[config.mk]
export PLATFORM = sky130hd
export DESIGN_NAME = game_flow_ctrl_flat
export DESIGN_NICKNAME = d
export VERILOG_FILES = /design/src/rtl/game_flow_pkg.sv /design/src/rtl/game_flow_if.sv /design/src/rtl/game_flow_frame_timer.sv /design/src/rtl/game_flow_ctrl.sv /design/src/flat_wrapper.sv
export SDC_FILE = /design/constraint.sdc
export NUM_CORES = 1
export LEC_CHECK = 0
export CORE_ASPECT_RATIO = 1.2
export CORE_MARGIN = 1
export CORE_UTILIZATION = 42
export DETAILED_ROUTE_END_ITERATION = 16
export DONT_BUFFER_PORTS = 1
export SYNTH_ARGS = -nofsm -noshare
export SYNTH_HDL_FRONTEND = slang
export SYNTH_HIERARCHICAL = 1
export SYNTH_SLANG_ARGS = --single-unit
[constraint.sdc]
create_clock -name clk -period 8.83 [get_ports clk]
set_clock_uncertainty 0.05 [all_clocks]
set_input_delay 0.4415 -clock clk [delete_from_list [all_inputs] [get_ports clk]]
set_output_delay 0.4415 -clock clk [all_outputs]
set_load 0.01 [all_outputs]
[src/rtl/game_flow_pkg.sv]
// game_flow_pkg: state encoding and sizing helpers shared by game_flow_ctrl,
// its interface, its frame timer and the testbench.
// Contents: game_state_t, frame_cnt_w(), FRAME_CNT_W_DEFAULT.
package game_flow_pkg;

  typedef enum logic [2:0] {
    GS_TITLE,
    GS_PLAY,
    GS_DYING,
    GS_RESPAWN,
    GS_OVER,
    GS_PAUSE
  } game_state_t;

  // Counter width able to reach the longest of the three timed durations.
  function automatic int frame_cnt_w(input int d0, input int d1, input int d2);
    int m;
    m = d0;
    if (d1 > m) m = d1;
    if (d2 > m) m = d2;
    return $clog2(m) + 1;
  endfunction

  localparam int FRAME_CNT_W_DEFAULT = frame_cnt_w(90, 60, 600);

endpackage

[src/rtl/game_flow_if.sv]
// game_flow_if: bundles the per-frame inputs and sprite qualifiers of game_flow_ctrl.
// Inputs : frame_tick, start_btn, select_btn, die, score (BCD digits).
// Outputs: state, lives, title_scale, ship_visible, ship_invuln, game_reset, game_over, paused.
// master = surrounding game top (drives inputs), slave = game_flow_ctrl.
interface game_flow_if #(
  parameter int SCORE_DIGITS = 6,
  parameter int LIVES_W      = 4
);
  import game_flow_pkg::*;

  logic                         frame_tick;
  logic                         start_btn;
  logic                         select_btn;
  logic                         die;
  logic [SCORE_DIGITS-1:0][3:0] score;

  game_state_t                  state;
  logic [LIVES_W-1:0]           lives;
  logic [7:0]                   title_scale;
  logic                         ship_visible;
  logic                         ship_invuln;
  logic                         game_reset;
  logic                         game_over;
  logic                         paused;

  modport master (
    output frame_tick, start_btn, select_btn, die, score,
    input  state, lives, title_scale, ship_visible, ship_invuln, game_reset, game_over, paused
  );

  modport slave (
    input  frame_tick, start_btn, select_btn, die, score,
    output state, lives, title_scale, ship_visible, ship_invuln, game_reset, game_over, paused
  );

endinterface

[src/rtl/game_flow_frame_timer.sv]
// frame_timer: counts frame ticks spent in the current game state.
// Ports: clear (state entry), hold (freeze), frame_tick, tc (terminal count),
//        count_nxt (value the counter takes this edge), done (tick arriving at tc).
module frame_timer #(
  parameter int W = 8
) (
  input  logic         clk,
  input  logic         resetN,
  input  logic         clear,
  input  logic         hold,
  input  logic         frame_tick,
  input  logic [W-1:0] tc,
  output logic [W-1:0] count_nxt,
  output logic         done
);

  logic [W-1:0] count;
  logic         step;

  assign step = frame_tick & ~hold;
  // done marks the tick that completes the tc+1'th frame in the state.
  assign done = step & (count == tc);

  always_comb begin
    count_nxt = count;
    if (clear) begin
      count_nxt = '0;
    end else if (step) begin
      count_nxt = count + W'(1);
    end
  end

  always_ff @(posedge clk or negedge resetN) begin
    if (!resetN) begin
      count <= '0;
    end else begin
      count <= count_nxt;
    end
  end

endmodule

[src/rtl/game_flow_ctrl.sv]
// game_flow_ctrl: frame-timed game FSM (title/play/dying/respawn/over[/pause])
// owning the lives count, score-driven bonus lives and sprite qualifiers.
// Ports: clk, resetN (async, active low), bus (game_flow_if.slave); all outputs
// registered, one cycle after the causing input. Optional pause mode: GAME_FLOW_PAUSE_EN.
module game_flow_ctrl
  import game_flow_pkg::*;
#(
  parameter int NUM_LIVES       = 3,
  parameter int MAX_NUM_LIVES   = 10,
  parameter int SCORE_DIGITS    = 6,
  parameter int BONUS_DIGIT     = 3,
  parameter int DEATH_FRAMES    = 90,
  parameter int RESPAWN_FRAMES  = 60,
  parameter int GAMEOVER_FRAMES = 600
) (
  input  logic       clk,
  input  logic       resetN,
  game_flow_if.slave bus
);

  localparam int LIVES_W = $clog2(MAX_NUM_LIVES + 1);
  localparam int FCW     = frame_cnt_w(DEATH_FRAMES, RESPAWN_FRAMES, GAMEOVER_FRAMES);
  localparam int HI_W    = (SCORE_DIGITS - BONUS_DIGIT) * 4;
  localparam logic [LIVES_W-1:0] LIVES_INIT = LIVES_W'(NUM_LIVES);
  localparam logic [LIVES_W-1:0] LIVES_MAX  = LIVES_W'(MAX_NUM_LIVES);

  game_state_t        state, state_nxt;
  logic [LIVES_W-1:0] lives, lives_nxt, lives_inc, lives_dec;
  logic [7:0]         title_scale, title_scale_nxt;
  logic               start_q, start_edge;
  logic [HI_W-1:0]    score_hi, score_hi_q;
  logic               bonus;
  logic [FCW-1:0]     tc, cnt_nxt;
  logic               tmr_clear, tmr_hold, tmr_done;
  logic               game_reset_nxt, visible_nxt;
  logic               unused_score_lo;

  assign score_hi        = bus.score[SCORE_DIGITS-1:BONUS_DIGIT];
  assign unused_score_lo = ^bus.score[BONUS_DIGIT-1:0];
  assign start_edge      = bus.start_btn & ~start_q;

`ifdef GAME_FLOW_PAUSE_EN
  logic select_q, select_edge;
  assign select_edge = bus.select_btn & ~select_q;

  always_ff @(posedge clk or negedge resetN) begin
    if (!resetN) begin
      select_q <= 1'b1;
    end else begin
      select_q <= bus.select_btn;
    end
  end
`else
  logic unused_select;
  assign unused_select = bus.select_btn;
`endif

  // Any change of the upper score digits while a game is live is worth a life.
  assign bonus = ((state == GS_PLAY) || (state == GS_DYING) || (state == GS_RESPAWN))
                 && (score_hi != score_hi_q);
  assign lives_inc = (lives >= LIVES_MAX) ? lives : lives + LIVES_W'(1);
  assign lives_dec = (lives == '0) ? lives : lives - LIVES_W'(1);

  always_comb begin
    case (state)
      GS_DYING:   tc = FCW'(DEATH_FRAMES - 1);
      GS_RESPAWN: tc = FCW'(RESPAWN_FRAMES - 1);
      GS_OVER:    tc = FCW'(GAMEOVER_FRAMES - 1);
      default:    tc = '1;
    endcase
  end

  assign tmr_clear = (state_nxt != state);
  assign tmr_hold  = (state == GS_PAUSE);

  frame_timer #(.W(FCW)) u_timer (
    .clk        (clk),
    .resetN     (resetN),
    .clear      (tmr_clear),
    .hold       (tmr_hold),
    .frame_tick (bus.frame_tick),
    .tc         (tc),
    .count_nxt  (cnt_nxt),
    .done       (tmr_done)
  );

  always_comb begin
    state_nxt      = state;
    lives_nxt      = lives;
    game_reset_nxt = 1'b0;
    case (state)
      GS_TITLE: begin
        if (start_edge) begin
          state_nxt      = GS_PLAY;
          lives_nxt      = LIVES_INIT;
          game_reset_nxt = 1'b1;
        end
      end
      GS_PLAY: begin
        if (bus.die) begin
          state_nxt = GS_DYING;
          // A bonus on the death cycle cancels the lost life.
          if (!bonus) lives_nxt = lives_dec;
        end else begin
          if (bonus) lives_nxt = lives_inc;
`ifdef GAME_FLOW_PAUSE_EN
          if (select_edge) state_nxt = GS_PAUSE;
`endif
        end
      end
      GS_DYING: begin
        if (bonus) lives_nxt = lives_inc;
        if (tmr_done) state_nxt = (lives_nxt == '0) ? GS_OVER : GS_RESPAWN;
      end
      GS_RESPAWN: begin
        if (bonus) lives_nxt = lives_inc;
        if (tmr_done) state_nxt = GS_PLAY;
      end
      GS_OVER: begin
        if (start_edge) begin
          state_nxt      = GS_PLAY;
          lives_nxt      = LIVES_INIT;
          game_reset_nxt = 1'b1;
        end else if (tmr_done) begin
          state_nxt = GS_TITLE;
        end
      end
      GS_PAUSE: begin
`ifdef GAME_FLOW_PAUSE_EN
        if (select_edge) state_nxt = GS_PLAY;
`else
        state_nxt = GS_TITLE;
`endif
      end
      default: state_nxt = GS_TITLE;
    endcase
  end

  always_comb begin
    title_scale_nxt = '0;
    if ((state == GS_TITLE) && (state_nxt == GS_TITLE)) begin
      title_scale_nxt = (bus.frame_tick && (title_scale != 8'hFF)) ? title_scale + 8'd1
                                                                   : title_scale;
    end
  end

  // Respawn blink follows bit 3 of the frame count the state will hold next cycle.
  assign visible_nxt = (state_nxt == GS_PLAY) || (state_nxt == GS_PAUSE) ||
                       ((state_nxt == GS_RESPAWN) && |(cnt_nxt & FCW'(8)));

  always_ff @(posedge clk or negedge resetN) begin
    if (!resetN) begin
      state            <= GS_TITLE;
      lives            <= LIVES_INIT;
      title_scale      <= '0;
      start_q          <= 1'b1;
      score_hi_q       <= '0;
      bus.ship_visible <= 1'b0;
      bus.ship_invuln  <= 1'b0;
      bus.game_reset   <= 1'b0;
      bus.game_over    <= 1'b0;
      bus.paused       <= 1'b0;
    end else begin
      state            <= state_nxt;
      lives            <= lives_nxt;
      title_scale      <= title_scale_nxt;
      start_q          <= bus.start_btn;
      score_hi_q       <= score_hi;
      bus.ship_visible <= visible_nxt;
      bus.ship_invuln  <= (state_nxt == GS_RESPAWN);
      bus.game_reset   <= game_reset_nxt;
      bus.game_over    <= (state_nxt == GS_OVER);
      bus.paused       <= (state_nxt == GS_PAUSE);
    end
  end

  assign bus.state       = state;
  assign bus.lives       = lives;
  assign bus.title_scale = title_scale;

endmodule

[src/flat_wrapper.sv]
// flat-port wrapper written by rule: the top's interface ports become plain ports
module game_flow_ctrl_flat import game_flow_pkg::*;
#(
  parameter int NUM_LIVES       = 3,
  parameter int MAX_NUM_LIVES   = 10,
  parameter int SCORE_DIGITS    = 6,
  parameter int BONUS_DIGIT     = 3,
  parameter int DEATH_FRAMES    = 90,
  parameter int RESPAWN_FRAMES  = 60,
  parameter int GAMEOVER_FRAMES = 600
)
  (clk, resetN, bus_frame_tick, bus_start_btn, bus_select_btn, bus_die, bus_score, bus_state, bus_lives, bus_title_scale, bus_ship_visible, bus_ship_invuln, bus_game_reset, bus_game_over, bus_paused);
  game_flow_if #(.SCORE_DIGITS(SCORE_DIGITS), .LIVES_W((4))) bus_i ();
  input  logic clk;
  input  logic resetN;
  input wire logic [$bits(bus_i.frame_tick)-1:0] bus_frame_tick;
  input wire logic [$bits(bus_i.start_btn)-1:0] bus_start_btn;
  input wire logic [$bits(bus_i.select_btn)-1:0] bus_select_btn;
  input wire logic [$bits(bus_i.die)-1:0] bus_die;
  input wire logic [$bits(bus_i.score)-1:0] bus_score;
  output wire logic [$bits(bus_i.state)-1:0] bus_state;
  output wire logic [$bits(bus_i.lives)-1:0] bus_lives;
  output wire logic [$bits(bus_i.title_scale)-1:0] bus_title_scale;
  output wire logic [$bits(bus_i.ship_visible)-1:0] bus_ship_visible;
  output wire logic [$bits(bus_i.ship_invuln)-1:0] bus_ship_invuln;
  output wire logic [$bits(bus_i.game_reset)-1:0] bus_game_reset;
  output wire logic [$bits(bus_i.game_over)-1:0] bus_game_over;
  output wire logic [$bits(bus_i.paused)-1:0] bus_paused;
  assign bus_i.frame_tick = bus_frame_tick;
  assign bus_i.start_btn = bus_start_btn;
  assign bus_i.select_btn = bus_select_btn;
  assign bus_i.die = bus_die;
  assign bus_i.score = bus_score;
  assign bus_state = bus_i.state;
  assign bus_lives = bus_i.lives;
  assign bus_title_scale = bus_i.title_scale;
  assign bus_ship_visible = bus_i.ship_visible;
  assign bus_ship_invuln = bus_i.ship_invuln;
  assign bus_game_reset = bus_i.game_reset;
  assign bus_game_over = bus_i.game_over;
  assign bus_paused = bus_i.paused;
  game_flow_ctrl #(.NUM_LIVES(NUM_LIVES), .MAX_NUM_LIVES(MAX_NUM_LIVES), .SCORE_DIGITS(SCORE_DIGITS), .BONUS_DIGIT(BONUS_DIGIT), .DEATH_FRAMES(DEATH_FRAMES), .RESPAWN_FRAMES(RESPAWN_FRAMES), .GAMEOVER_FRAMES(GAMEOVER_FRAMES)) u_core (.clk(clk), .resetN(resetN), .bus(bus_i));
endmodule
### After elaboration in Yosys (flattened, before gate mapping)

Index checks and enable logic that the tools add are counted.

| storage, ports and cells | value |
|---|---|
| bits in registers | 44 |
| input port bits | 30 |
| output and inout bits | 20 |
| logic and storage cells | 78 |

| cells by class | value |
|---|---|
| $add $sub $neg | 4 |
| magnitude comparators | 1 |
| equal/unequal tests | 17 |
| muxes and demuxes | 23 |
| bitwise gates (word level) | 5 |
| reduce and logical (&&, ||, !) cells | 16 |

Operator list:

| kind | count |
|---|---|
| case mux 11 bit (3 select lines) | 1 |
| 2-to-1 mux 4 bit | 7 |
| 2-to-1 mux 11 bit | 2 |
| 2-to-1 mux 3 bit | 7 |
| 2-to-1 mux 8 bit | 2 |
| case mux 4 bit (4 select lines) | 1 |
| case mux 3 bit (5 select lines) | 1 |
| == test 3 bit (second input constant) | 4 |
| inequality test 12 bit | 1 |
| adder 11 x 1 -> 11 bit (second input constant) | 1 |
| == test 11 bit | 1 |
| == test 3 x 2 -> 1 bit (second input constant) | 3 |
| adder 8 x 1 -> 8 bit (second input constant) | 1 |
| zero test 4 bit | 2 |
| inequality test 8 bit (second input constant) | 1 |
| == test 3 x 1 -> 1 bit (second input constant) | 2 |
| zero test 3 bit | 2 |
| inequality test 3 bit (second input constant) | 2 |
| adder 4 x 1 -> 4 bit (second input constant) | 1 |
| greater-or-equal comparator 4 bit (second input constant) | 1 |
| logical AND 1 bit | 4 |
| logical OR 1 bit | 4 |
| AND reduction 4 bit | 1 |
| nonzero test 4 bit | 1 |
| 9 further kinds | 13 |

### Depth between registers and ports, before layout

| logic depth | value |
|---|---|
| depth after elaboration | 14 |
| gate-level depth with buffers | 16 |
| mapped depth without buffers | 13 |

### Modules after synthesis

The synthesis kept the hierarchy.

By module, submodules not included:

| module | times used | cells an instance | area each (µm²) | sequential area each (µm²) |
|---|---|---|---|---|
| game_flow_ctrl | 1 | 177 | 1785.5 | 829.5 |
| frame_timer | 1 | 69 | 690.7 | 275.3 |

### Worst setup path after synthesis

No wires, ideal clock.

| path | value |
|---|---|
| kind | flip-flop to flip-flop |
| start | register u_core.state[2] (netlist: u_core/bus.state[2]) |
| end | register u_core.bus.ship_visible |
| library setup time | 0.134 ns |
| arrival time | 2.932 ns |
| data required time | 8.646 ns |
| setup slack | 5.714 ns |
| cell stages (with the launch flop) | 16 |
| buffers on the path | 3 |
| clock period less this slack | 3.116 ns |
| path through | dfrtp_1 -> clkbuf_8 -> and2b_2 -> a21oi_1 -> nand2b_1 -> xnor2_1 -> nand4_1 -> nor3_1 -> buf_1 -> a211oi_1 -> a21oi_1 -> o22a_1 -> dlygate4sd1_1 -> a21oi_1 -> nor3_1 -> o22ai_1 |

| between the ends | value |
|---|---|
| elaborated cells between the ends (all ways) | 34 |
| classes of those cells | eq/ne (10); mux (13); bitwise (3); reduce/logical (8) |

RTL lines:

| what | RTL line | text |
|---|---|---|
| from (decl) | game_flow_ctrl.sv:27 | `game_state_t state, state_nxt;` |
| from (signal assigned) | game_flow_ctrl.sv:164 | `state <= state_nxt;` |
| == test 3 bit or == test 3 x 2 -> 1 bit (tied branches) | game_flow_ctrl.sv:65 | `case (state)` |
| case mux 11 bit (3 select lines) * | game_flow_ctrl.sv:65 |  |
| named net u_core.tc[10] | game_flow_ctrl.sv:33 | `logic [FCW-1:0] tc, cnt_nxt;` |
| == test 11 bit * | game_flow_frame_timer.sv:22 | `assign done = step & (count == tc);` |
| bitwise AND 1 bit * | game_flow_frame_timer.sv:22 |  |
| named net u_core.tmr_done | game_flow_ctrl.sv:34 | `logic tmr_clear, tmr_hold, tmr_done;` |
| 2-to-1 mux 3 bit | game_flow_ctrl.sv:124 | `end else if (tmr_done) begin` |
| 2-to-1 mux 3 bit | game_flow_ctrl.sv:120 | `if (start_edge) begin` |
| case mux 3 bit (5 select lines) * | game_flow_ctrl.sv:91 | `case (state)` |
| inequality test 3 bit * | game_flow_ctrl.sv:73 | `assign tmr_clear = (state_nxt != state);` |
| named net u_core.tmr_clear | game_flow_ctrl.sv:34 |  |
| 2-to-1 mux 11 bit * | game_flow_frame_timer.sv:26 | `if (clear) begin` |
| named net u_core.cnt_nxt[3] | game_flow_ctrl.sv:33 |  |
| logical AND 1 bit * | game_flow_ctrl.sv:149 | `((state_nxt == GS_RESPAWN) && \|(cnt_nxt & FCW'(8)));` |
| logical OR 1 bit * | game_flow_ctrl.sv:148 | `assign visible_nxt = (state_nxt == GS_PLAY) \|\| (state_nxt == GS_PAUSE) \|\|` |
| named net u_core.visible_nxt | game_flow_ctrl.sv:35 | `logic game_reset_nxt, visible_nxt;` |
| to (signal assigned) | game_flow_ctrl.sv:169 | `bus.ship_visible <= visible_nxt;` |
| to (decl) | game_flow_if.sv:33 | `output state, lives, title_scale, ship_visible, ship_invuln, game_reset, game_over, paused` |

The timed path passes the listed nets; every way through them passes the cells marked *. The select of a mux whose other input is x is not followed.
A chain may end at the register's enable or synchronous reset.

### Worst setup path in the final report

Ends and elaborated chain as after synthesis.

==> metrics.txt <==
r2r setup slk=5060 ps; post_cts resized=0; H-tree levels=2; unique cell type count in the Yosys netlist=59; WL final=5030 um; row count=30; Yosys top cell by area=dfrtp_1; pre-CTS setup slack=5040 ps; GRT Overall Usage=17.8%; core area=5670 um2; max-cap check violation count=0; status=completed; Max Clk Rate=265 MHz; CP Class=register to register; fin. max-slew vios=0; io pins=50; Yosys top cell area share=41.4%; prevailing post-synth register cell=dfrtp_1; fraction of registers with async set/reset=100%; most frequent cells in the layout=dfrtp_1, nor2_1, a21oi_1; Antenna Cells=0; most common cell after layout, fill and taps aside=dfrtp_1; pin count of the biggest net entering global routing=45; ANT nets after route=0; 1st-pass router iterations=4; CP arrival=3900 ps; FF+latch count, synth=44; sequential share of the synthesized area=44.6%; Worst-Skew Late Latency=300 ps; EDFF count, synth=0; hold depth=0; routed via count=1792; final hold violations=0; Final min period=3770 ps; Cell Area, Synth=2480 um2; CTS tree=yes; wire length of the first global-routing pass=8670 um; hold crit path type=input port to register; TritonCTS buffer count=5; vias in the first global route=1807; Worst Hold Launch=bus_start_btn; Tightest Pin Transition=808 ps; die outline height=86.1 um; crit path capture type=register; power per cell area=268 nW/um2; Synth Warn #=6; VDD IR max=0.0914 mV; Avg Synthesized Cell Area=10.1 um2; final period utilization=42.7%; Setup crit start=u_core/bus.state[2]$_DFF_PN0_; drt wl/cell=15.2 um; Reg clk slew, reported paths=100 ps; fraction of layout cells with a size suffix above 1=11.6%; setup ws final=5060 ps; CP endpoint=u_core/bus.ship_visible$_DFF_PN0_; # clock sinks=44; clock root buffer master=clkbuf_8; port buffer count=0; full die area=6210 um2; Clock Path Buffers=2; setup TNS after final layout=0 ps; initial antenna violation count=0; Nets=286; routed vias/inst=5.41; worst reg2reg path startpoint=u_core/bus.state[2]$_DFF_PN0_; Worst setup SP type=register; Die Wd=72.1 um; R2R Path End=u_core/bus.ship_visible$_DFF_PN0_; Final HPWL DP=3610 um; DRC errors left=0; critical path peak fanout=11; relative slew slack=45.7%; area grow syn2layout=8.54%; worst reg2reg path depth=12; Leak=1.09 nW; Initial Util=43.7%; Post-Synthesis Cells=246; GP Congestion=0.812; Initial DRC Count=80; unrepaired setup endpoints after global routing=false; Data required, critical path=8960 ps; final setup fails=0; total gr overflow=0; synth top area cells=dfrtp_1, xnor2_1, xor2_1, a21oi_1, dfstp_2
-- metrics by stage --
stage	power, mW	cell area, um2	util [%]	hold WS, ps	std cells
2_1_floorplan	0.503	2480	-	95.9	247
3_3_place_gp	0.558	2530	44.7	96.9	321
3_5_place_dp	0.560	2530	44.7	97.1	321
4_1_cts	0.729	2690	47.4	73.5	331
5_1_grt	0.777	2690	47.4	61.3	331
6_report	0.720	2690	47.4	85.4	331
-- what timing repair did --
| item | CTS | global route |
|---|---|---|
| buffers inserted | 0 | 0 |
| endpoints found under the hold margin | 44 | 0 |
| hold buffers | 2 | 0 |
-- flip-flops by register name, indices dropped and copies added (netlist names), 3 cells and up --
signal,flops
u_core/bus.lives,4
u_core/bus.state,3
u_core/bus.title_scale,8
u_core/score_hi_q,12
u_core/u_timer/count,11
-- logic make-up (layout without fill, tap and decap cells) --
group,Yosys count,in the layout,synth area share [%]
XOR/XNOR,31,31,11.0
AO/OA/AOI/OAI,55,55,14.8
flip-flops,44,44,44.6
multiplexers,1,1,0.404
other,2,3,0.303
adder cells (fa/ha/maj),6,6,3.03
buffers and inverters,15,19,3.18
AND/OR/NAND/NOR,92,92,22.7
-- how the worst min path moves through the flow --
stage	end	slack [ps]
floorplan	u_core/bus.game_over$_DFF_PN0_	100
global placement	u_core/score_hi_q[8]$_DFF_PN0_	100
detailed placement	u_core/score_hi_q[1]$_DFF_PN0_	100
CTS	u_core/start_q$_DFF_PN1_	70
global route	u_core/start_q$_DFF_PN1_	60
finish	u_core/start_q$_DFF_PN1_	90
-- worst max-delay path: stages (launching register included) --
cell	delay (ps)
dfrtp_1	670
and2b_2	340
a21oi_1	360
nand2b_1	180
xnor2_1	120
nand4_1	90
nor3_1	680
a211oi_1	170
a21oi_1	160
o22a_1	420
a21oi_1	130
nor3_1	190
o22ai_1	100
-- per-layer routing --
layer,share of wire [%],GRT usage (%)
met4,0.72,5.53
met3,4.7,5.41
met1,45,22.4
met2,50,29.3
met5,0,0
-- area by class of cell --
type / count / area, um2
inverters: 9 / 33.8
well taps: 80 / 100
clock inverters: 3 / 46.3
multi-input cells: 188 / 1300
repair buffers: 2 / 37.5
clock buffers: 5 / 68.8
fillers: 547 / 2980
flip-flops and latches: 44 / 1100
-- synthesized netlist by cell type (all sizes together) (2+ instances only) --
cell and count:
conb 2, nor3b 2, nor2 21, nand4 10
nand3b 2, nor4 4, nand4b 2, o21ai 12
o22ai 3, or4 4, a21o 2, xor2 15
inv 9, xnor2 16, nand2 17, a21oi 18
dfstp 3, dfrtp 41, or3 6, buf 2
o211ai 3, nand2b 2, nor3 5, nand3 8
o21a 2, a211oi 2, o31ai 7, and2b 2
nor2b 2, ha 6, clkbuf 3
-- report_power, final --
group	internal, mW	switching (mW)
combinational	0.108	0.154
clock	0.0853	0.0747
sequential	0.236	0.0629
No activity file was read; power rests on OpenSTA's default activity.
